**src/rtl/mips_pkg.sv**
```systemverilog
// Shared MIPS pipeline definitions: load-type encodings and the W-stage register layout.
package mips_pkg;

    localparam int LOAD_TYPE_W = 3;

    typedef enum logic [LOAD_TYPE_W-1:0] {
        LT_LW  = 3'b000,
        LT_LH  = 3'b001,
        LT_LHU = 3'b010,
        LT_LB  = 3'b011,
        LT_LBU = 3'b100
    } load_type_e;

    typedef struct packed {
        logic                   valid;
        logic                   reg_write;
        logic                   mem_to_reg;
        logic [LOAD_TYPE_W-1:0] load_type;
        logic [4:0]             write_reg;
        logic [31:0]            alu_out;
        logic [31:0]            read_data;
    } w_reg_t;

endpackage

```
**src/rtl/load_align.sv**
```systemverilog
// Big-endian sub-word load extraction with sign/zero extension and misalignment detection.
module load_align
    import mips_pkg::*;
(
    input  logic                   mem_to_reg,
    input  logic [LOAD_TYPE_W-1:0] load_type,
    input  logic [1:0]             addr,
    input  logic [31:0]            read_data,
    output logic [31:0]            load_data,
    output logic                   misalign
);

    logic [7:0]  byte_sel;
    logic [15:0] half_sel;
    logic        misalign_raw;

    // Byte 0 is the most significant byte of the word.
    always_comb begin
        case (addr)
            2'b00:   byte_sel = read_data[31:24];
            2'b01:   byte_sel = read_data[23:16];
            2'b10:   byte_sel = read_data[15:8];
            default: byte_sel = read_data[7:0];
        endcase
        half_sel = addr[1] ? read_data[15:0] : read_data[31:16];
    end

    // NOTE: every output gets a default before the case so no path can infer a latch.
    always_comb begin
        load_data    = read_data;
        misalign_raw = 1'b0;
        case (load_type)
            LT_LW:  misalign_raw = (addr != 2'b00);
            LT_LH: begin
                load_data    = {{16{half_sel[15]}}, half_sel};
                misalign_raw = addr[0];
            end
            LT_LHU: begin
                load_data    = {16'h0000, half_sel};
                misalign_raw = addr[0];
            end
            LT_LB:  load_data = {{24{byte_sel[7]}}, byte_sel};
            LT_LBU: load_data = {24'h000000, byte_sel};
            default: misalign_raw = 1'b1;
        endcase
    end

    assign misalign = mem_to_reg & misalign_raw;

endmodule

```
**src/rtl/wb_stage.sv**
```systemverilog
// Write-back pipeline stage: W register, register-file write port and retired-instruction counter.
module wb_stage
    import mips_pkg::*;
#(
    parameter int CNT_W = 32
) (
    input  logic                   clk,
    input  logic                   reset,
    input  logic                   stall_W,
    input  logic                   flush_W,
    input  logic                   valid_M,
    input  logic                   reg_write_M,
    input  logic                   mem_to_reg_M,
    input  logic [LOAD_TYPE_W-1:0] load_type_M,
    input  logic [4:0]             write_reg_M,
    input  logic [31:0]            alu_out_M,
    input  logic [31:0]            read_data_M,
    output logic                   rw,
    output logic [4:0]             write_add,
    output logic [31:0]            data_in,
    output logic                   valid_W,
    output logic                   misalign_W,
    output logic [CNT_W-1:0]       retire_count
);

    w_reg_t      w_q;
    logic [31:0] load_data;
    logic        retire;

    // NOTE: sequential state uses non-blocking assignments so every register samples pre-edge values.
    // A flush loads an all-zero bubble, which also clears misalign via mem_to_reg.
    always_ff @(posedge clk or posedge reset) begin
        if (reset) begin
            w_q <= '0;
        end else if (flush_W) begin
            w_q <= '0;
        end else if (!stall_W) begin
            w_q <= '{valid:      valid_M,
                     reg_write:  reg_write_M,
                     mem_to_reg: mem_to_reg_M,
                     load_type:  load_type_M,
                     write_reg:  write_reg_M,
                     alu_out:    alu_out_M,
                     read_data:  read_data_M};
        end
    end

    // The outgoing instruction retires whenever the slot is replaced, including by a flush.
    assign retire = w_q.valid & (flush_W | ~stall_W);

    always_ff @(posedge clk or posedge reset) begin
        if (reset) begin
            retire_count <= '0;
        end else if (retire) begin
            retire_count <= retire_count + CNT_W'(1);
        end
    end

    load_align u_load_align (
        .mem_to_reg (w_q.mem_to_reg),
        .load_type  (w_q.load_type),
        .addr       (w_q.alu_out[1:0]),
        .read_data  (w_q.read_data),
        .load_data  (load_data),
        .misalign   (misalign_W)
    );

    assign valid_W   = w_q.valid;
    assign write_add = w_q.write_reg;
    assign data_in   = w_q.mem_to_reg ? load_data : w_q.alu_out;
    assign rw        = w_q.valid & w_q.reg_write & (w_q.write_reg != 5'd0) & ~misalign_W;

endmodule

```
**config.mk**
```make
export PLATFORM = sky130hd
export DESIGN_NAME = wb_stage
export DESIGN_NICKNAME = d
export VERILOG_FILES = /design/src/rtl/mips_pkg.sv /design/src/rtl/load_align.sv /design/src/rtl/wb_stage.sv
export SDC_FILE = /design/constraint.sdc
export NUM_CORES = 1
export LEC_CHECK = 0
export ABC_AREA = 1
export ABC_CLOCK_PERIOD_IN_PS = 4800
export CORE_MARGIN = 5
export CORE_UTILIZATION = 51
export CTS_BUF_LIST = sky130_fd_sc_hd__clkbuf_16
export DETAILED_ROUTE_END_ITERATION = 7
export GPL_ROUTABILITY_DRIVEN = 0
export PLACE_DENSITY = 0.82
export SYNTH_ARGS = -nofsm -noshare
export SYNTH_HDL_FRONTEND = slang
export SYNTH_HIERARCHICAL = 1
export SYNTH_SLANG_ARGS = --single-unit
```
**constraint.sdc**
```tcl
create_clock -name clk -period 4.8 [get_ports clk]
set_input_delay 0.96 -clock clk [delete_from_list [all_inputs] [get_ports clk]]
set_output_delay 0.96 -clock clk [all_outputs]
set_load 0.01 [all_outputs]
```
==> summary.md, run 1 <==
| Metric | Value |
|---|---|
| Post-cts resize count | `0` |
| Post-Syn Nets | `928` |
| CTS tree | `done` |
| RSZ-0062 raised after global routing | `false` |
| Area of the multi-input gates | `0.00304 mm²` |
| Total Routed Length | `18.0 mm` |
| Die Height | `121 µm` |
| Syn Std Cell Area | `0.00633 mm²` |
| WS Path Type | `register to primary output` |
| Clock tree skew after final layout | `0.00924 ns` |
| VDD IR max | `330 µV` |
| Commonest non-fill, non-tap cell in the layout | `nand2_1` |
| CP cell instances | `buf_4, nor2_4, nand2_1, nand3_2, nand3_2, nand3_1, nand2_1, o21ai_0, clkdlybuf4s50_1` |
| Clock Latency Late Sink | `0.35 ns` |
| Clock Tree Buf Depth | `2` |
| Placed Cells | `1125` |
| DR iter-0 viols | `691` |
| Die footprint | `0.0147 mm²` |
| Yosys cell types | `32` |
| Post-CTS setup buffer count | `0` |
| Simple-gate area share of the yosys netlist | `0.344` |
| Hold WC Path Type | `register to register` |
| Nets | `1048` |
| N_diodes | `0` |
| Outcome | `completed` |
| Hold Buf Count CTS | `0` |
| GRT overflow | `0` |
| Synth Area in Compound Gates | `0.111` |
| # DRC | `0` |
| Kind of end point of the critical path | `primary output` |
| Core box area | `0.0121 mm²` |
| Final Critical Period | `3.97 ns` |
| Mux cell area share after synthesis | `0` |
| Utilization after layout | `0.673` |
| Post-Syn Instances | `848` |
| Slew Limit Fails | `0` |
| Clock transition at path regs | `0.07 ns` |
| Req. time, crit path | `3.84 ns` |
| FP Rows | `40` |
| Slew @ Worst Pin | `0.926 ns` |
| Synth Area in Adders | `0.00198` |
| Largest net degree at the start of global routing | `72` |
| Mean Syn Cell Area | `7.46 µm²` |
| #FFs+latches synth | `107` |
| Vias in the first global route | `5731` |
| Fillers | `1034` |
| Most frequent cells in the layout | `155 x nand2_1, 150 x clkdlybuf4s50_1, 116 x o21ai_0` |
| HPWL after detailed placement | `13.2 mm` |
| Register Area | `0.00268 mm²` |
| IO Pins | `151` |
| Max-slew headroom | `0.383` |
| Xor/xnor share of the synthesized area | `0.0235` |
| Crit-path leading delay family | `simple AND/OR/NAND/NOR gates` |
| First-pass GRT wire length | `29.4 mm` |
| Fin. Hold Viols | `0` |
| Area Growth Syn to Fin | `28.9%` |
| Worst path max stage delay | `0.56 ns` |
| Dpl ws | `1.27 ns` |
| Wl on met1 | `7.75 mm` |
| Static Leak | `3.61 nW` |
| Crit path DAT | `3.01 ns` |
| Initial antenna violation count | `1` |
| Root Buffer | `clkbuf_16` |
| H-tree Lvls | `3` |
| IO Port Bufs | `150` |
| Total track usage | `0.250` |
| Die span in x | `121 µm` |
| Final period util | `0.827` |
| Pre-antenna DRT Iters | `5` |
| Met2 wire length | `8.09 mm` |
| Worst path bufs/invs | `2` |
| Top Metal Used | `met5` |
| Worst Setup Start Kind | `register` |
| Synth warn | `6` |
| Main combinational cell family by area after synthesis | `simple AND/OR/NAND/NOR gates` |
| Via density | `5.34` |
| Clock Sinks | `107` |
| Max Fclk | `252 MHz` |
| ANT nets after route | `0` |
| Layout cells sized above 1 | `0.0925` |
| Post-Layout Cell Count | `1141` |
| Pwr dens | `281 mW/mm²` |
| WL met3 | `1.87 mm` |
| Setup ws final | `0.830 ns` |
| Critical-path top delay cell | `clkdlybuf4s50_1` |
| Seq/Total Area, Yosys | `0.423` |
| CTS buffer count | `9` |
| CP Max Fanout | `40` |
| Routed via count | `6097` |
| Fin Setup TNS | `0 ns` |
| Starting Density | `0.523` |
| Final setup violation count | `0` |
| DR WL/cell | `15.7 µm` |
| Max cap viols | `0` |
==> kinds of logic (layout without fill, tap and decap cells) <==
kind of cell | count (synthesis) | after routing
AO/OA/AOI/OAI | 137 | 137
XOR/XNOR | 17 | 17
flip-flops | 107 | 107
buffers and inverters | 135 | 260
AND/OR/NAND/NOR | 451 | 451
adder cells (fa/ha/maj) | 1 | 1
==> state kept, by name, indices dropped and copies added, names as in the netlist <==
signal        flops
w_q              69
write_add         5
valid_W           1
retire_count     32
==> metrics by stage <==
| stage | power [W] | cell area, µm² | hold slack, ns |
|---|---|---|---|
| floorplan | 0.00128 | 6330 | 0.483 |
| global placement | 0.00149 | 7830 | 0.476 |
| detailed placement | 0.00150 | 7830 | 0.494 |
| CTS | 0.00231 | 8160 | 0.506 |
| global route | 0.00240 | 8160 | 0.531 |
| finish | 0.00229 | 8160 | 0.508 |
==> where the power goes <==
group,total (W),internal (W),switching (W)
sequential,0.00102,0.000958,0.0000667
clock,0.000806,0.000462,0.000344
combinational,0.000462,0.000221,0.000241
==> metal layers <==
metal  vias to the layer above  global-route usage
li1                       2990                   -
met1                      2817               0.353
met2                       265               0.377
met3                        23              0.0816
met4                         2              0.0511
met5                         -                   0
==> cell type report <==
type | instances | area share
clock buffer | 9 | 0.0276
clock inverter | 7 | 0.0124
inverter | 83 | 0.0387
multi-input combinational | 606 | 0.373
sequential | 107 | 0.328
tap | 168 | 0.0258
timing repair buffer | 161 | 0.194
==> final timing paths <==
check,start,end,slack (ns),depth (start not counted)
max,w_q[33],data_in[17],0.83,9
min,retire_count[31],retire_count[31],0.51,2
max reg2reg,valid_W,retire_count[26],3.10,7
min reg2reg,retire_count[31],retire_count[31],0.51,2
max in group asynchronous,reset,w_q[52],2.91,3
min in group asynchronous,reset,retire_count[2],1.00,2
==> synth_stat cells, drive strengths merged <==
cell type  number  area (µm²)
o31ai           1        7.51
nor2          132         586
nand2         162         626
o21ai         127         647
inv            82         308
nand4           7        58.8
nand3         135         808
xnor2           7        61.3
and3            1        6.26
a21oi           9        48.8
dfrtp         107        2680
buf            35         231
clkinv          1        5.00
clkbuf         17        65.1
xor2           10        87.6
nor3            5        25.0
ha              1        12.5
nand3b          9        67.6
==> tightest hold or removal path, stage by stage (launching register included) <==
cell	delay, ns
dfrtp_1	0.37
nand2_1	0.06
nand2_1	0.05
Note: power is estimated with default switching activity, not from simulation.
==> run 2: changes to the inputs <==
ABC_CLOCK_PERIOD_IN_PS = 3200   (was 4800)
CORE_UTILIZATION = 46   (was 51)
PLACE_DENSITY = 0.78   (was 0.82)
clock period = 3.2 ns   (was 4.8 ns; I/O delays follow)
==> summary.md, run 2 (same netlist as run 1, synthesis figures left out) <==
| Metric | Value |
|---|---|
| Outcome | `completed (unchanged)` |
| Max reg flops | `69 (unchanged)` |
| R2r startpoint | `valid_W (unchanged)` |
| Hold Buf Count CTS | `0 (unchanged)` |
| Hold WC Path Type | `register to register (unchanged)` |
| Area Growth Syn to Fin | `31.0% (was 28.9%)` |
| VDD IR max | `354 µV (was 330 µV)` |
| Initial antenna violation count | `0 (was 1)` |
| HPWL after detailed placement | `13.4 mm (was 13.2 mm)` |
| Clock Latency Late Sink | `0.35 ns (about the same)` |
| Kind of end point of the critical path | `primary output (unchanged)` |
| Die Height | `127 µm (was 121 µm)` |
| First-pass GRT wire length | `29.8 mm (was 29.4 mm)` |
| Critical-path top delay cell | `clkdlybuf4s50_1 (unchanged)` |
| Max Fclk | `321 MHz` |
| Slew Limit Fails | `0 (unchanged)` |
| Placed Cells | `1139 (was 1125)` |
| IO Port Bufs | `150 (unchanged)` |
| Crit-path leading delay family | `simple AND/OR/NAND/NOR gates (unchanged)` |
| Vias in the first global route | `5929 (was 5731)` |
| Final setup violation count | `0 (unchanged)` |
| Commonest non-fill, non-tap cell in the layout | `nand2_1 (unchanged)` |
| ANT nets after route | `0 (unchanged)` |
| CTS buffer count | `9 (unchanged)` |
| Via density | `5.33 (was 5.34)` |
| Biggest register | `w_q (unchanged)` |
| DR iter-0 viols | `440 (was 691)` |
| Root Buffer | `clkbuf_16 (unchanged)` |
| Final period util | `0.972` |
| Final Critical Period | `3.11 ns` |
| Pwr dens | `405 mW/mm² (was 281 mW/mm²)` |
| Worst path bufs/invs | `1 (was 2)` |
| Switching power | `0.000975 W (was 0.000652 W)` |
| Power Total | `0.00335 W (was 0.00229 W)` |
| Max cap viols | `0 (unchanged)` |
| Design area | `0.00829 mm² (was 0.00816 mm²)` |
| Slew @ Worst Pin | `0.685 ns (was 0.926 ns)` |
| Die footprint | `0.0162 mm² (was 0.0147 mm²)` |
| H-tree Lvls | `3 (unchanged)` |
| HP Start | `retire_count[31] (unchanged)` |
| Final hold slack | `0.501 ns (was 0.508 ns)` |
| Routed via count | `6186 (was 6097)` |
| N_diodes | `0 (unchanged)` |
| WS Path Type | `register to primary output (unchanged)` |
| Int Power | `0.00238 W (was 0.00164 W)` |
| Req. time, crit path | `2.56 ns (was 3.84 ns)` |
| Clock transition at path regs | `0.07 ns (about the same)` |
| Reg-to-reg endpoint | `retire_count[26] (unchanged)` |
| Area of the multi-input gates | `0.00310 mm² (was 0.00304 mm²)` |
| Layout cells sized above 1 | `0.106 (was 0.0925)` |
| Worst path max stage delay | `0.57 ns (was 0.56 ns)` |
| Pre-antenna DRT Iters | `7 (was 5)` |
| FP Rows | `42 (was 40)` |
| GRT overflow | `0 (unchanged)` |
| Switching Fraction | `0.291 (was 0.284)` |
| Static Leak | `3.68 nW (was 3.61 nW)` |
| WHS Path Cells | `2 (unchanged)` |
| Core box area | `0.0133 mm² (was 0.0121 mm²)` |
| CTS tree | `done (unchanged)` |
| Clock Tree Buf Depth | `2 (unchanged)` |
| Starting Density | `0.474 (was 0.523)` |
| Combinational fraction of design power | `0.218 (was 0.202)` |
| Placed inst area | `0.00791 mm² (was 0.00783 mm²)` |
| Fillers | `1209 (was 1034)` |
| Post-Layout Cell Count | `1161 (was 1141)` |
| Worst Setup Start Kind | `register (unchanged)` |
| Crit path DAT | `2.47 ns (was 3.01 ns)` |
| IO Pins | `151 (unchanged)` |
| Total Routed Length | `18.3 mm (was 18.0 mm)` |
| R2R depth | `7 (unchanged)` |
| Fin. Hold Viols | `0 (unchanged)` |
| Nets | `1060 (was 1048)` |
| DR WL/cell | `15.7 µm (about the same)` |
| Register share of total power | `0.457 (was 0.447)` |
| R2R setup slack | `1.53 ns (was 3.10 ns)` |
| Largest net degree at the start of global routing | `60 (was 72)` |
| Most frequent cells in the layout | `154 x nand2_1, 148 x clkdlybuf4s50_1, 116 x o21ai_0 (was 155 x nand2_1, 150 x clkdlybuf4s50_1, 116 x o21ai_0)` |
| Clock Power Share | `0.325 (was 0.351)` |
| Clock tree skew after final layout | `0.00501 ns (was 0.00924 ns)` |
| CP Max Fanout | `8 (was 40)` |
| Die span in x | `127 µm (was 121 µm)` |
| Register Area | `0.00268 mm² (about the same)` |
| Fin Setup TNS | `0 ns (unchanged)` |
| Clock Sinks | `107 (unchanged)` |
| CP cell instances | `nor2_4, nand2_1, o21ai_2, nand3_1, nand3_1, nand2_1, o21ai_0, clkdlybuf4s50_1 (was buf_4, nor2_4, nand2_1, nand3_2, nand3_2, nand3_1, nand2_1, o21ai_0, clkdlybuf4s50_1)` |
| Total track usage | `0.227 (was 0.250)` |
| Max-slew headroom | `0.544 (was 0.383)` |
| Hold EP | `retire_count[31] (unchanged)` |
| # DRC | `0 (unchanged)` |
run 2: cell count changes in the layout (fill, tap and decap cells not counted), sizes merged:
cell / delta
clkinvlp: +2
o21ai: +3
clkdlybuf4s50: -2
inv: -1
buf: +9
dlymetal6s2s: +2
bufinv: -1
run 2: worst reg2reg max path, stage by stage, from the launching register on:
cell and delay, ns:
dfrtp_1 0.41, inv_2 0.07, a21oi_2 0.52, nand2_2 0.21
nor2_4 0.17, nand3_1 0.09, nand2_1 0.07, inv_1 0.03
run 2: worst max-delay path by stage:
stage	from	cells past startpoint	slack [ns]	to
2_1_floorplan	w_q[32]	9	1.22	data_in[31]
3_3_place_gp	w_q[69]	7	0.07	data_in[15]
3_5_place_dp	w_q[69]	7	0.01	data_in[29]
4_1_cts	w_q[69]	7	0.04	data_in[26]
5_1_grt	w_q[69]	8	-0.01	data_in[2]
6_report	w_q[69]	8	0.09	data_in[2]
run 2: power by group through the flow:
stage | logic, W | clock network [W] | registers, W
after floorplan | 0.000383 | 0 | 0.00154
after global placement | 0.000698 | 0 | 0.00155
after detailed placement | 0.000710 | 0 | 0.00155
after CTS | 0.000722 | 0.00111 | 0.00153
after global routing | 0.000811 | 0.00118 | 0.00154
final | 0.000731 | 0.00109 | 0.00153
run 2: layout make-up:
| type | instances | area share |
|---|---|---|
| Clock buffer | 9 | 0.0272 |
| Clock inverter | 7 | 0.00724 |
| Inverter | 83 | 0.0382 |
| Multi-Input combinational cell | 609 | 0.374 |
| Sequential cell | 107 | 0.323 |
| Tap cell | 176 | 0.0266 |
| Timing Repair Buffer | 170 | 0.203 |
run 2: metrics by stage:
step            util  setup slack, ns
6_report       0.621           0.0880
5_1_grt        0.621         -0.00992
2_1_floorplan      -             1.22
3_5_place_dp   0.593           0.0145
4_1_cts        0.617           0.0364
3_3_place_gp   0.593           0.0673
run 2: repair_timing:
item                       in CTS  in global routing
pin swaps                       2                  0
resized for setup               5                  8
setup endpoints to repair      32                 27
cloned                          1                  2
setup buffers                   1                  2
run 2: metal layers:
layer  part of all wire  up-vias  routed length, µm  GRT usage
li1                   -     3010                  -          -
met1               0.43     2877               7860      0.309
met2               0.45      258               8140      0.352
met3              0.097       41               1770     0.0630
met4              0.026        0                483     0.0751
met5                  0        -                  0          0
==> run 3: changes to the inputs <==
CORE_UTILIZATION = 45   (was 46)
PLACE_DENSITY = 0.76   (was 0.78)
==> summary.md, run 3 (same netlist as run 1, synthesis figures left out) <==
| Metric | Value |
|---|---|
| Area of the multi-input gates | `0.00308 mm² (was 0.00310 mm²)` |
| Nets | `1063 (was 1060)` |
| GRT overflow | `0 (unchanged)` |
| Hold WC Path Type | `register to register (unchanged)` |
| WS Path Type | `register to primary output (unchanged)` |
| Vias in the first global route | `5867 (was 5929)` |
| Total track usage | `0.224 (was 0.227)` |
| Clock transition at path regs | `0.07 ns (about the same)` |
| Via density | `5.27 (was 5.33)` |
| Area Growth Syn to Fin | `32.8% (was 31.0%)` |
| # DRC | `0 (unchanged)` |
| Routed via count | `6158 (was 6186)` |
| Most frequent cells in the layout | `154 x nand2_1, 130 x clkdlybuf4s50_1, 116 x o21ai_0 (was 154 x nand2_1, 148 x clkdlybuf4s50_1, 116 x o21ai_0)` |
| Worst Setup Start Kind | `register (unchanged)` |
| Kind of end point of the critical path | `primary output (unchanged)` |
| N_diodes | `0 (unchanged)` |
| Die Height | `129 µm (was 127 µm)` |
| VDD IR max | `268 µV (was 354 µV)` |
| Die span in x | `129 µm (was 127 µm)` |
| Pwr dens | `410 mW/mm² (was 405 mW/mm²)` |
| IO Port Bufs | `150 (unchanged)` |
| Pre-antenna DRT Iters | `6 (was 7)` |
| DR iter-0 viols | `369 (was 440)` |
| Outcome | `completed (unchanged)` |
| Register share of total power | `0.445 (was 0.457)` |
| Fin Setup TNS | `0 ns (unchanged)` |
| Starting Density | `0.458 (was 0.474)` |
| Dpl ws | `-0.0441 ns (was 0.0145 ns)` |
| Req. time, crit path | `2.56 ns (about the same)` |
| Root Buffer | `clkbuf_16 (unchanged)` |
| FP Rows | `43 (was 42)` |
| RSZ-0062 raised after global routing | `true` |
| Largest net degree at the start of global routing | `69 (was 60)` |
| Final setup violation count | `0 (unchanged)` |
| Max-slew headroom | `0.549 (was 0.544)` |
| Clock tree skew after final layout | `0.00516 ns (was 0.00501 ns)` |
| Crit path DAT | `2.47 ns (about the same)` |
| Combinational fraction of design power | `0.215 (was 0.218)` |
| Die footprint | `0.0165 mm² (was 0.0162 mm²)` |
| Static Leak | `4.00 nW (was 3.68 nW)` |
| Int Power | `0.00247 W (was 0.00238 W)` |
| Max Fclk | `321 MHz (about the same)` |
| Core box area | `0.0138 mm² (was 0.0133 mm²)` |
| Biggest register | `w_q (unchanged)` |
| HPWL after detailed placement | `13.5 mm (was 13.4 mm)` |
| CTS tree | `done (unchanged)` |
| Max cap viols | `0 (unchanged)` |
| R2r startpoint | `valid_W (unchanged)` |
| DR WL/cell | `16.1 µm (was 15.7 µm)` |
| Slew Limit Fails | `0 (unchanged)` |
| Total Routed Length | `18.8 mm (was 18.3 mm)` |
| Fillers | `1232 (was 1209)` |
| Clock Sinks | `107 (unchanged)` |
| Register Area | `0.00268 mm² (about the same)` |
| Max reg flops | `69 (unchanged)` |
| First-pass GRT wire length | `29.6 mm (was 29.8 mm)` |
| Final period util | `0.972 (about the same)` |
| Hold Buf Count CTS | `0 (unchanged)` |
| IO Pins | `151 (unchanged)` |
| Utilization after layout | `0.608 (was 0.621)` |
| HP Start | `retire_count[31] (unchanged)` |
| Switching power | `0.000979 W (was 0.000975 W)` |
| Setup ws final | `0.0885 ns (was 0.0880 ns)` |
| Initial antenna violation count | `1 (was 0)` |
| Worst setup startpoint | `w_q[33] (was w_q[69])` |
| Clock Latency Late Sink | `0.35 ns (about the same)` |
| Slew @ Worst Pin | `0.677 ns (was 0.685 ns)` |
| Fin. Hold Viols | `0 (unchanged)` |
| Final Critical Period | `3.11 ns (about the same)` |
| H-tree Lvls | `3 (unchanged)` |
| Switching Fraction | `0.284 (was 0.291)` |
| Layout cells sized above 1 | `0.109 (was 0.106)` |
| Clock Power Share | `0.340 (was 0.325)` |
| Clock Tree Buf Depth | `2 (unchanged)` |
| Commonest non-fill, non-tap cell in the layout | `nand2_1 (unchanged)` |
| ANT nets after route | `0 (unchanged)` |
| CTS buffer count | `9 (unchanged)` |
| CP Max Fanout | `24 (was 8)` |
## run 3: cell count changes in the layout (fill, tap and decap cells not counted), moves of 2 or more
cell	delta
o21ai_2	-2
inv_1	+2
buf_8	+2
clkinv_1	-3
clkdlybuf4s50_1	-18
dlymetal6s2s_1	+18
buf_4	+2
## run 3: path summary, 6_finish.rpt
| kind | slack, ns | cells after the start | endpoint |
|---|---|---|---|
| worst min register to register | 0.50 | 2 | retire_count[31] |
| max in group asynchronous | 1.87 | 3 | w_q[53] |
| min in group asynchronous | 0.64 | 2 | retire_count[5] |
| worst min-delay path | 0.50 | 2 | retire_count[31] |
| worst max-delay path | 0.09 | 10 | data_in[11] |
| worst max register to register | 1.55 | 7 | retire_count[30] |
## run 3: per-layer routing
| layer | global-route usage | vias to the layer above | routed length (µm) |
|---|---|---|---|
| met4 | 0.0815 | 2 | 497 |
| met2 | 0.352 | 230 | 8600 |
| met3 | 0.0681 | 42 | 1810 |
| met1 | 0.295 | 2863 | 7890 |
| li1 | - | 3021 | - |
| met5 | 0 | - | 11 |
## run 3: area by class of cell
class	count	area share
Multi-Input combinational cell	607	0.367
Timing Repair Buffer	175	0.212
Clock inverter	7	0.0103
Sequential cell	107	0.319
Inverter	83	0.0382
Tap cell	180	0.0268
Clock buffer	9	0.0268
## run 3: timing repair
action / 4_1_cts / 5_1_grt
pin swaps: 2 / 2
setup buffers: 0 / 12
gates resized for setup: 6 / 30
cloned: 1 / 0
setup endpoints to repair: 32 / 32
## run 3: power groups by stage
stage | Clock [W] | Sequential (W) | Combinational [W]
after global placement | 0 | 0.00155 | 0.000697
after CTS | 0.00119 | 0.00153 | 0.000723
final | 0.00117 | 0.00154 | 0.000739
after global routing | 0.00125 | 0.00155 | 0.000819
after detailed placement | 0 | 0.00155 | 0.000710
after floorplan | 0 | 0.00154 | 0.000383
## run 3: stage by stage
step / area (µm²) / cells / hold slack, ns / total power [W]
3_5_place_dp: 7890 / 1139 / 0.489 / 0.00226
6_report: 8410 / 1168 / 0.504 / 0.00345
3_3_place_gp: 7890 / 1139 / 0.479 / 0.00225
5_1_grt: 8410 / 1168 / 0.525 / 0.00362
2_1_floorplan: 6330 / 848 / 0.483 / 0.00192
4_1_cts: 8240 / 1156 / 0.508 / 0.00345
## run 3: worst max-delay path: stages (launching register included)
cell             delay [ns]
dfrtp_2                0.46
buf_4                  0.21
nand2_1                0.09
clkinv_2               0.14
nand2_2                0.11
nand3_2                0.09
buf_8                  0.19
nand3_2                0.10
nand2_1                0.06
o21ai_0                0.11
clkdlybuf4s50_1        0.56
